<file path="config.mk">
export PLATFORM = sky130hd
export DESIGN_NAME = fft32_sdf_ctrl
export DESIGN_NICKNAME = d
export VERILOG_FILES = /design/src/rtl/fft32_sdf_ctrl.sv
export SDC_FILE = /design/constraint.sdc
export NUM_CORES = 1
export LEC_CHECK = 0
export ABC_AREA = 1
export BUFFER_PORTS_ARGS = -buffer_cell sky130_fd_sc_hd__clkbuf_2
export CORE_MARGIN = 5
export CORE_UTILIZATION = 58
export CTS_CLUSTER_DIAMETER = 50
export CTS_CLUSTER_SIZE = 28
export DETAILED_ROUTE_END_ITERATION = 6
export GPL_ROUTABILITY_DRIVEN = 0
export PLACE_DENSITY = 0.78
export SYNTH_ARGS = -nofsm -noshare
export SYNTH_HDL_FRONTEND = slang
export SYNTH_SLANG_ARGS = --single-unit
</file>
<file path="constraint.sdc">
create_clock -name clk -period 2.4 [get_ports clk]
set_input_delay 0.48 -clock clk [delete_from_list [all_inputs] [get_ports clk]]
set_output_delay 0.48 -clock clk [all_outputs]
set_load 0.05 [all_outputs]
</file>
<file path="src/rtl/fft32_sdf_ctrl.sv">
// rtl/fft32_sdf_ctrl.sv - sequencing controller for a 32-point R2SDF FFT pipeline
module fft32_sdf_ctrl (
    input  logic        clk,
    input  logic        rst,
    input  logic        in_valid,
    output logic        en,
    output logic [4:0]  bf_sel,
    output logic [19:0] tw_addr,
    output logic        out_valid,
    output logic [4:0]  out_index,
    output logic        frame_done,
    output logic        busy
);

    typedef enum logic [1:0] {IDLE, RUN, STALL, DRAIN} state_t;

    state_t      state, state_nx;
    logic [35:0] vline, vline_after;
    logic [4:0]  cnt0;
    logic [4:0]  p0;
    logic [4:0]  p5;

    // Only the bits feeding bf_sel/tw_addr are kept; low bits wrap identically.
    logic [3:0]  cnt1;
    logic [2:0]  cnt2;
    logic [1:0]  cnt3;
    logic        cnt4;
    logic [3:0]  p1;
    logic [2:0]  p2;
    logic [1:0]  p3;

    logic        v_in1, v_in2, v_in3, v_in4;
    logic        v_out0, v_out1, v_out2, v_out3;

    assign v_in1  = vline[16];
    assign v_in2  = vline[25];
    assign v_in3  = vline[30];
    assign v_in4  = vline[33];
    assign v_out0 = vline[15];
    assign v_out1 = vline[24];
    assign v_out2 = vline[29];
    assign v_out3 = vline[32];

    assign en          = !rst && (in_valid || (cnt0 == 5'd0 && |vline));
    assign vline_after = en ? {vline[34:0], in_valid} : vline;

    always_ff @(posedge clk) begin
        if (rst) begin
            state <= IDLE;
            vline <= '0;
            cnt0  <= '0;
            cnt1  <= '0;
            cnt2  <= '0;
            cnt3  <= '0;
            cnt4  <= 1'b0;
            p0    <= '0;
            p1    <= '0;
            p2    <= '0;
            p3    <= '0;
            p5    <= '0;
        end else begin
            state <= state_nx;
            vline <= vline_after;
            if (en) begin
                if (in_valid) cnt0 <= cnt0 + 5'd1;
                if (v_in1)    cnt1 <= cnt1 + 4'd1;
                if (v_in2)    cnt2 <= cnt2 + 3'd1;
                if (v_in3)    cnt3 <= cnt3 + 2'd1;
                if (v_in4)    cnt4 <= ~cnt4;
                if (v_out0)   p0   <= p0 + 5'd1;
                if (v_out1)   p1   <= p1 + 4'd1;
                if (v_out2)   p2   <= p2 + 3'd1;
                if (v_out3)   p3   <= p3 + 2'd1;
                if (vline[35]) p5  <= p5 + 5'd1;
            end
        end
    end

    always_comb begin
        state_nx = state;
        case (state)
            IDLE: begin
                if (in_valid) state_nx = RUN;
            end
            RUN: begin
                if (!in_valid) begin
                    if (cnt0 != 5'd0)            state_nx = STALL;
                    else if (vline_after == '0)  state_nx = IDLE;
                    else                         state_nx = DRAIN;
                end
            end
            STALL: begin
                if (in_valid) state_nx = RUN;
            end
            DRAIN: begin
                if (in_valid)                state_nx = RUN;
                else if (vline_after == '0)  state_nx = IDLE;
            end
            default: state_nx = IDLE;
        endcase
    end

    assign bf_sel = {cnt4, cnt3[1], cnt2[2], cnt1[3], cnt0[4]};

    // Twiddle index k for stage s is the low (4-s) position bits scaled by 2^s.
    assign tw_addr[3:0]   = p0[4] ? p0[3:0] : 4'd0;
    assign tw_addr[7:4]   = p1[3] ? {p1[2:0], 1'b0} : 4'd0;
    assign tw_addr[11:8]  = p2[2] ? {p2[1:0], 2'b0} : 4'd0;
    assign tw_addr[15:12] = p3[1] ? {p3[0], 3'b0} : 4'd0;
    assign tw_addr[19:16] = 4'd0;

    assign out_valid  = en && vline[35];
    assign out_index  = {p5[0], p5[1], p5[2], p5[3], p5[4]};
    assign frame_done = out_valid && (p5 == 5'd31);
    assign busy       = (state != IDLE);

endmodule

</file>
==> results of run 1 <==
path summary, 6_finish.rpt:
path	end	slack (ns)	cells past startpoint
hold / removal	cnt4$_SDFFE_PP0P_	0.47	2
setup reg to reg	state[1]$_SDFFE_PP0P_	0.09	18
setup / recovery	out_valid	0.09	10
hold reg to reg	cnt4$_SDFFE_PP0P_	0.47	2
registers in the layout, summed over array words and instances (netlist names), 3 cells and up:
register and cells:
p5 5, p0 5, p2 3, cnt1 4, cnt0 5, p1 4
vline 36, cnt2 3
layer usage:
metal,part of all wire,track usage,routed length [um],vias up
li1,-,-,-,1646
met2,0.48,0.3171,3505,64
met1,0.46,0.2323,3348,1422
met3,0.041,0.03951,300,9
met4,0.012,0.07950,87,0
met5,0,0,0,-
power breakdown:
group | switching [mW] | internal [mW] | leakage, nW
Clock | 0.460 | 0.687 | 0.116
Sequential | 0.0254 | 1.23 | 0.587
Combinational | 0.287 | 0.153 | 1.31
Total | 0.772 | 2.07 | 2.02
cell usage in the layout, fill, tap and decap left out, types with 9 or more instances in the layout:
cell type | synthesis | routed
sky130_fd_sc_hd__nor2_1 | 81 | 74
sky130_fd_sc_hd__inv_1 | 67 | 64
sky130_fd_sc_hd__nand3_1 | 33 | 30
sky130_fd_sc_hd__clkbuf_8 | 0 | 9
sky130_fd_sc_hd__ha_1 | 10 | 9
sky130_fd_sc_hd__nand2_1 | 103 | 99
sky130_fd_sc_hd__conb_1 | 1 | 10
sky130_fd_sc_hd__clkbuf_2 | 0 | 24
sky130_fd_sc_hd__buf_4 | 15 | 11
sky130_fd_sc_hd__o21ai_0 | 21 | 20
sky130_fd_sc_hd__a21oi_1 | 42 | 41
sky130_fd_sc_hd__dfxtp_1 | 72 | 64
metrics by stage:
| step | setup WS [ns] | util | instance area (um^2) | power, mW | hold WS (ns) |
|---|---|---|---|---|---|
| final | 0.09061 | 0.6938 | 4108 | 2.842 | 0.4655 |
| after global placement | 0.1797 | 0.6198 | 3670 | 1.643 | 0.4319 |
| after global routing | -0.06706 | 0.6938 | 4108 | 2.957 | 0.4700 |
| after floorplan | 0.08427 | - | 3560 | 1.603 | 0.4227 |
| after CTS | -0.004320 | 0.6669 | 3949 | 2.797 | 0.4646 |
| after detailed placement | 0.09744 | 0.6198 | 3670 | 1.650 | 0.4547 |
what timing repair did:
item | 4_1_cts | 5_1_grt
resized for setup | 5 | 41
cloned | 0 | 1
setup endpoints to repair | 2 | 9
setup buffers | 3 | 2
hold buffers | 0 | 0
pin swaps | 3 | 18
kinds of logic (layout without fill, tap and decap cells):
family                     count (synthesis)  after routing  synth area share
DFF                                       72             72            0.4103
and+or+nand+nor                          246            246            0.2991
adders and majority gates                 10             10           0.03561
AOI/OAI and AO/OA                         78             78            0.1175
other                                      1             10          0.001067
buffers and inverters                    103            129            0.1364
final cells by class:
type	count	area, um^2
clock buffer	10	127.6
clock inverter	6	107.6
fill	478	1813
inverter	72	275.3
multi-input combinational	344	1727
sequential	72	1454
tap	75	93.84
timing repair buffer	41	322.8
critical path: stages (launching register included):
cell                      delay [ns]
sky130_fd_sc_hd__dfxtp_2        0.34
sky130_fd_sc_hd__inv_2          0.08
sky130_fd_sc_hd__ha_4           0.13
sky130_fd_sc_hd__nand4_1        0.13
sky130_fd_sc_hd__nor2_2         0.12
sky130_fd_sc_hd__nand2_2        0.10
sky130_fd_sc_hd__nand2_8        0.09
sky130_fd_sc_hd__inv_4          0.06
sky130_fd_sc_hd__nor2_4         0.14
sky130_fd_sc_hd__buf_4          0.17
sky130_fd_sc_hd__buf_12         0.14
==> results.txt, run 1 <==
The run finished with clean final reports. After legalization and detailed placement, the total HPWL measured 4.720 mm. The logs give 3 for the H-tree level count and 7.242 mm for the wire length after detailed routing. The floorplan step defined a die boundary enclosing 7714 um^2. The highest achievable clock rate was 0.4330 GHz. The fraction of final layout cells with drive strength greater than 1 was 0.1963.

Data required time at the worst endpoint: 1.92 ns. In the post-synthesis netlist, the cell with the most instances is sky130_fd_sc_hd__nand2_1. Including well taps, the total number of placed cells is 598. The minimum clock period was 2.309 ns. For this run, the number of Yosys warnings is 0. After the first detailed-routing iteration, the DRC count stood at 141. Flip-flop cell with the highest count after synthesis: sky130_fd_sc_hd__dfxtp_1. The path class of the tightest hold or removal check is reg -> reg.

Synthesis produced a netlist whose cell count is 510. The proportion of netlist area held by the largest area contributor works out to 0.4103. Overall die width: 87.83 um. The count of cells in the finished layout, fillers not included, comes to 620. Setup violations remaining at the end of the flow were counted as 0.

For the boundary pin count, the log shows 37. The core region is 5921 um^2. Clock slew seen by the registers of the worst setup and hold paths: 0.08 ns. Setup repair after global routing could not meet its margin everywhere. Dividing the detail-routed wire length by the instance count gives 11.68 um.

For this block, the via count after detailed routing is 3,141. After synthesis, the cell types taking the most area are sky130_fd_sc_hd__dfxtp_1 (41%), sky130_fd_sc_hd__nand2_1 (11%), sky130_fd_sc_hd__nor2_1 (8.7%), sky130_fd_sc_hd__inv_1 (7.2%), sky130_fd_sc_hd__a21oi_1 (6.0%). The run gives 0 as the number of antenna violations at the first check in global routing.

The max-slew violation count came out at 0. The synthesized design spends more area on one cell type than any other, namely sky130_fd_sc_hd__dfxtp_1. TritonCTS built the clock tree. The arrival time at the worst endpoint was 1.83 ns; the largest fanout of any net on the critical path was 9.

The share of the cycle needed by the critical path after routing came out at 0.9622. In this run, synthesis inferred 0 flip-flops with an integrated enable. The run gives 4 as the first-pass iteration count of the detailed router. The longest clock path from root to sink contains 2 buffers. Input and output buffers added on the ports amount to 26. The worst setup path is launched from a register. In the routed design, unresolved DRC markers number 0.

The number of global-route vias before repair was 2,796; the starting density of the core was 0.5934. The final layout net count was 553; the per-instance average area after synthesis was 6.889 um^2. The logs give 32 for the number of distinct library cell variants in the gate-level netlist after synthesis and 0.007503 ns for the final setup skew.

The sequential-to-total area share from yosys stat is 0.4103. The most critical setup path has its startpoint at cnt0[0]$_SDFFE_PP0P_. 0 antenna diodes ended up in the layout.

The critical path in this run is classified as reg -> out. The mapped netlist covers 3513 um^2. The global-route total usage across every layer came out at 0.1880. The cell area power density is 692.0 nW/um^2. In this run the critical register-to-register path is launched from vline[25]$_SDFF_PP0_. After synthesis, the most frequently instantiated cells are sky130_fd_sc_hd__nand2_1 (103), sky130_fd_sc_hd__nor2_1 (81), sky130_fd_sc_hd__dfxtp_1 (72), sky130_fd_sc_hd__inv_1 (67), sky130_fd_sc_hd__a21oi_1 (42). In this run, CTS created clock tree buffers numbering 9. The worst-skew pair later-pin latency is 0.34 ns, and the area growth from synthesis to layout is 16.92%.

VDD sags by at most 0.5175 mV. The leakage dissipation was 2.016 nW. Clock tree synthesis selected as its root buffer the cell sky130_fd_sc_hd__clkbuf_8. The logs give 0 for the total of max-cap violations and 28 for the total number of placement rows. Counting every sink on the clock net gives 72.

The tools report the largest net degree at the start of global routing as 36. The tools report the setup TNS after final layout as 0 ns. The first global-routing pass estimated 11.65 mm of wire. In this run the remaining antenna-violating nets after routing total 0. The synthesized flop and latch total was 72. The fraction of synthesis flops using an asynchronous set or reset pin is 0, and the final number of hold-violating endpoints is 0. In this run the vertical extent of the chip is 87.83 um. The tools report the worst min-delay path startpoint as cnt4$_SDFFE_PP0P_. Using the TritonRoute via totals, the vias-per-cell ratio works out to 5.066. The global route total overflow was 0.

The critical path capture point type is an output port.
Power figures use the tool's default switching activity.
==> run 2, diff against run 1 <==
--- a/config.mk
+++ b/config.mk
@@ -8,12 +8,13 @@
 export ABC_AREA = 1
 export BUFFER_PORTS_ARGS = -buffer_cell sky130_fd_sc_hd__clkbuf_2
 export CORE_MARGIN = 5
-export CORE_UTILIZATION = 58
+export CORE_UTILIZATION = 61
+export CTS_BUF_LIST = sky130_fd_sc_hd__clkbuf_4
 export CTS_CLUSTER_DIAMETER = 50
 export CTS_CLUSTER_SIZE = 28
 export DETAILED_ROUTE_END_ITERATION = 6
 export GPL_ROUTABILITY_DRIVEN = 0
-export PLACE_DENSITY = 0.78
+export PLACE_DENSITY = 0.81
 export SYNTH_ARGS = -nofsm -noshare
 export SYNTH_HDL_FRONTEND = slang
 export SYNTH_SLANG_ARGS = --single-unit
==> results.txt, run 2 (same netlist as run 1, synthesis figures left out) <==
The number of sinks handled by clock tree synthesis came out at 72 (unchanged). The logs give 4.865 mm (was 4.720 mm) for the HPWL reported at the end of detailed placement and 0.3016 mV (was 0.5175 mV) for the worst voltage drop across the vdd grid. Setup repair after global routing could not meet its margin everywhere.

Total number of placement rows: 27 (was 28). The run gives 11.90 mm (was 11.65 mm) as the wire length of the first global-routing pass. Type of element launching the critical path: a register (unchanged). The tools report the H-tree level count as 3 (unchanged).

The worst setup slack for register-to-register paths is 0.15 ns (was 0.09 ns), and the clock slew seen by the registers of the worst setup and hold paths is 0.10 ns (was 0.08 ns). The tools report the number of standard cells in the layout, taps in and fillers out as 618 (was 620). The total vias in the final route was 3,095 (was 3,141). The instance count on the critical path was 11 (was 10); the wire length after detailed routing was 6.777 mm (was 7.242 mm).

The cell area after placement came out at 3638 um^2 (was 3670 um^2). Most used cells in the layout excluding fill and tap cells: sky130_fd_sc_hd__nand2_1 (100), sky130_fd_sc_hd__nor2_1 (73), sky130_fd_sc_hd__dfxtp_1 (65) (was sky130_fd_sc_hd__nand2_1 (99), sky130_fd_sc_hd__nor2_1 (74), sky130_fd_sc_hd__inv_1 (64), sky130_fd_sc_hd__dfxtp_1 (64), sky130_fd_sc_hd__a21oi_1 (41)). For the max-slew violation count, the log shows 0 (unchanged).

The share of the cycle needed by the critical path after routing came out at 0.9863 (was 0.9622). For the tightest slew margin relative to the limit, the log shows 0.5046. The most frequent standard cell in the layout excluding fill and tap cells was sky130_fd_sc_hd__nand2_1 (unchanged). The flip-flop count of the largest register, all copies and words added is 36 (unchanged), and the height of the chip is 85.89 um (was 87.83 um).

The final number of hold-violating endpoints is 0 (unchanged). The number of buffer and inverter stages on the critical path was 4 (unchanged); the cell area power density was 585.5 nW/um^2 (was 692.0 nW/um^2). For the largest net degree at the start of global routing, the log shows 31 (was 36). The detailed-route vias per instance came out at 5.008 (was 5.066). For the global-route total usage across every layer, the log shows 0.1982 (was 0.1880). The logs give 1.89 ns (was 1.83 ns) for the arrival time at the worst endpoint and 0 (unchanged) for the number of inserted diodes. The final layout net count was 555 (was 553); the summed area of non-filler cells in the final layout was 3914 um^2 (was 4108 um^2). The final-layout fill cell count is 501 (was 478).

The cell depth of the worst min-delay path is 3 (was 2). The cell chosen for the clock root was sky130_fd_sc_hd__clkbuf_4 (was sky130_fd_sc_hd__clkbuf_8). Count of antenna-violating nets left after detailed routing: 0 (unchanged).

The count of buffers from port buffering works out to 26 (unchanged). TritonCTS built the clock tree. The hold buffer count at CTS came out at 0 (unchanged). The tools report the count of endpoints failing setup in the final report as 0 (unchanged). The number of antenna violations at the first check in global routing is 0 (unchanged). The global route total overflow was 0 (unchanged). The fraction of final layout cells with drive strength greater than 1 came out at 0.1832 (was 0.1963). The tools report the starting density of the core as 0.6341 (was 0.5934).

The critical path start-end classification is reg -> out (unchanged). Slowest cell on the critical path: sky130_fd_sc_hd__dfxtp_2 (unchanged). The logs give 0.42 ns (was 0.34 ns) for the worst-skew pair later-pin latency and 4 (unchanged) for the first-pass iteration count of the detailed router. The number of placed instances, taps included is 595 (was 598), and the overall die width is 85.89 um (was 87.83 um). The minimum clock period is 2.367 ns (was 2.309 ns), and the first-iteration detailed-routing DRC count is 251 (was 141). The run gives 0 (unchanged) as the total of max-cap violations. For the area of the die, the log shows 7377 um^2 (was 7714 um^2).

Critical path capture point type: an output port (unchanged). The gate family responsible for the most delay along the worst path is simple AND/OR/NAND/NOR gates (unchanged). Series of cell instances along the critical path: inv_2, ha_4, nand4_1, nor2_1, nand2_2, nand2_4, inv_6, nor2_4, inv_2, nor2_4, buf_8 (was inv_2, ha_4, nand4_1, nor2_2, nand2_2, nand2_8, inv_4, nor2_4, buf_4, buf_12). The run finished with clean final reports. The register containing the most flip-flops in the final layout is vline (unchanged). The largest fanout of any net on the critical path is 7 (was 9), and the boundary pin count is 37 (unchanged). The run gives 0 (unchanged) as the detailed-route DRC error count. The final setup skew is 0.01192 ns (was 0.007503 ns). The tools report the leakage dissipation as 1.940 nW (was 2.016 nW).

The area growth from synthesis to layout is 11.40% (was 16.92%). The number of global-route vias before repair came out at 2,836 (was 2,796). The kind of path behind the tightest hold check is in -> reg (was reg -> reg).

Count of cells along the worst register-to-register path: 18 (unchanged). The data required time at the worst endpoint came out at 1.92 ns (about the same). The average wire length per cell after detail routing was 10.97 um (was 11.68 um). At the pin with the least slew margin, the transition time is 0.7422 ns. The largest stage delay on the critical path was 0.34 ns (about the same); the highest achievable clock rate was 0.4225 GHz (was 0.4330 GHz). The clock tree buffer depth is 2 (unchanged). The area of the core is 5540 um^2 (was 5921 um^2). The run gives 9 (unchanged) as the total clock buffers created by CTS.
[run 2: layout make-up]
type                            count  area [um^2]  area share
Multi-Input combinational cell    344         1687      0.4309
Sequential cell                    72         1450      0.3705
Timing Repair Buffer               43        311.5     0.07960
Inverter                           72        275.3     0.07033
Tap cell                           72        90.09     0.02302
Clock buffer                       10        75.07     0.01918
Clock inverter                      5        25.02    0.006394
[run 2: repair_timing]
item                                   in CTS  in global routing
setup buffers                               8                  1
cloned                                      0                  0
endpoints found under the hold margin       0                  0
gates resized for setup                    16                 23
pin swaps                                   5                 17
setup endpoints to repair                   3                  8
[run 2: path summary, 6_finish.rpt]
path | start | end
worst max register to register | vline[34]$_SDFF_PP0_ | state[1]$_SDFFE_PP0P_
worst max-delay path | cnt0[1]$_SDFFE_PP0P_ | frame_done
worst min-delay path | in_valid | cnt0[0]$_SDFFE_PP0P_
worst min register to register | p3[0]$_SDFFE_PP0P_ | p3[0]$_SDFFE_PP0P_
[run 2: worst register-to-register path, stage by stage, from the launching register on]
cell,delay [ns]
sky130_fd_sc_hd__dfxtp_1,0.35
sky130_fd_sc_hd__nor2_2,0.13
sky130_fd_sc_hd__nand3_1,0.08
sky130_fd_sc_hd__nor2_1,0.13
sky130_fd_sc_hd__nand4_1,0.13
sky130_fd_sc_hd__nand2_2,0.11
sky130_fd_sc_hd__nand2_4,0.08
sky130_fd_sc_hd__buf_6,0.15
sky130_fd_sc_hd__buf_4,0.17
sky130_fd_sc_hd__nand2_1,0.08
sky130_fd_sc_hd__nand2_1,0.07
sky130_fd_sc_hd__nor2_1,0.09
sky130_fd_sc_hd__nand3_1,0.10
sky130_fd_sc_hd__nor2_2,0.17
sky130_fd_sc_hd__nand4_2,0.11
sky130_fd_sc_hd__nand2_2,0.08
sky130_fd_sc_hd__nand2_1,0.05
sky130_fd_sc_hd__nand2_1,0.05
sky130_fd_sc_hd__nor2_1,0.05
[run 2: where the power goes]
group | internal [mW] | switching (mW)
logic | 0.149 | 0.279
registers | 1.23 | 0.0245
clock network | 0.209 | 0.399
[run 2: stage by stage]
step           worst slack, ns  utilization  power [mW]  setup TNS, ns  hold slack [ns]
6_report               0.03296       0.7064       2.291              0           0.3906
5_1_grt               -0.07648       0.7064       2.416        -0.1710           0.4039
4_1_cts               -0.02474       0.6940       2.283       -0.02474           0.3675
3_5_place_dp           0.05184       0.6567       1.651              0           0.4458
3_3_place_gp            0.1531       0.6567       1.640              0           0.4348
2_1_floorplan          0.08427            -       1.603              0           0.4227
[run 2: metal layers]
metal  vias to the layer above  share of wire  global-route usage  wire length, um
met5                         -              0                   0                0
met4                         0          0.028              0.1036              190
met3                        16          0.043             0.03170              289
met2                        62           0.47              0.3287             3160
met1                      1369           0.46              0.2466             3137
li1                       1648              -                   -                -
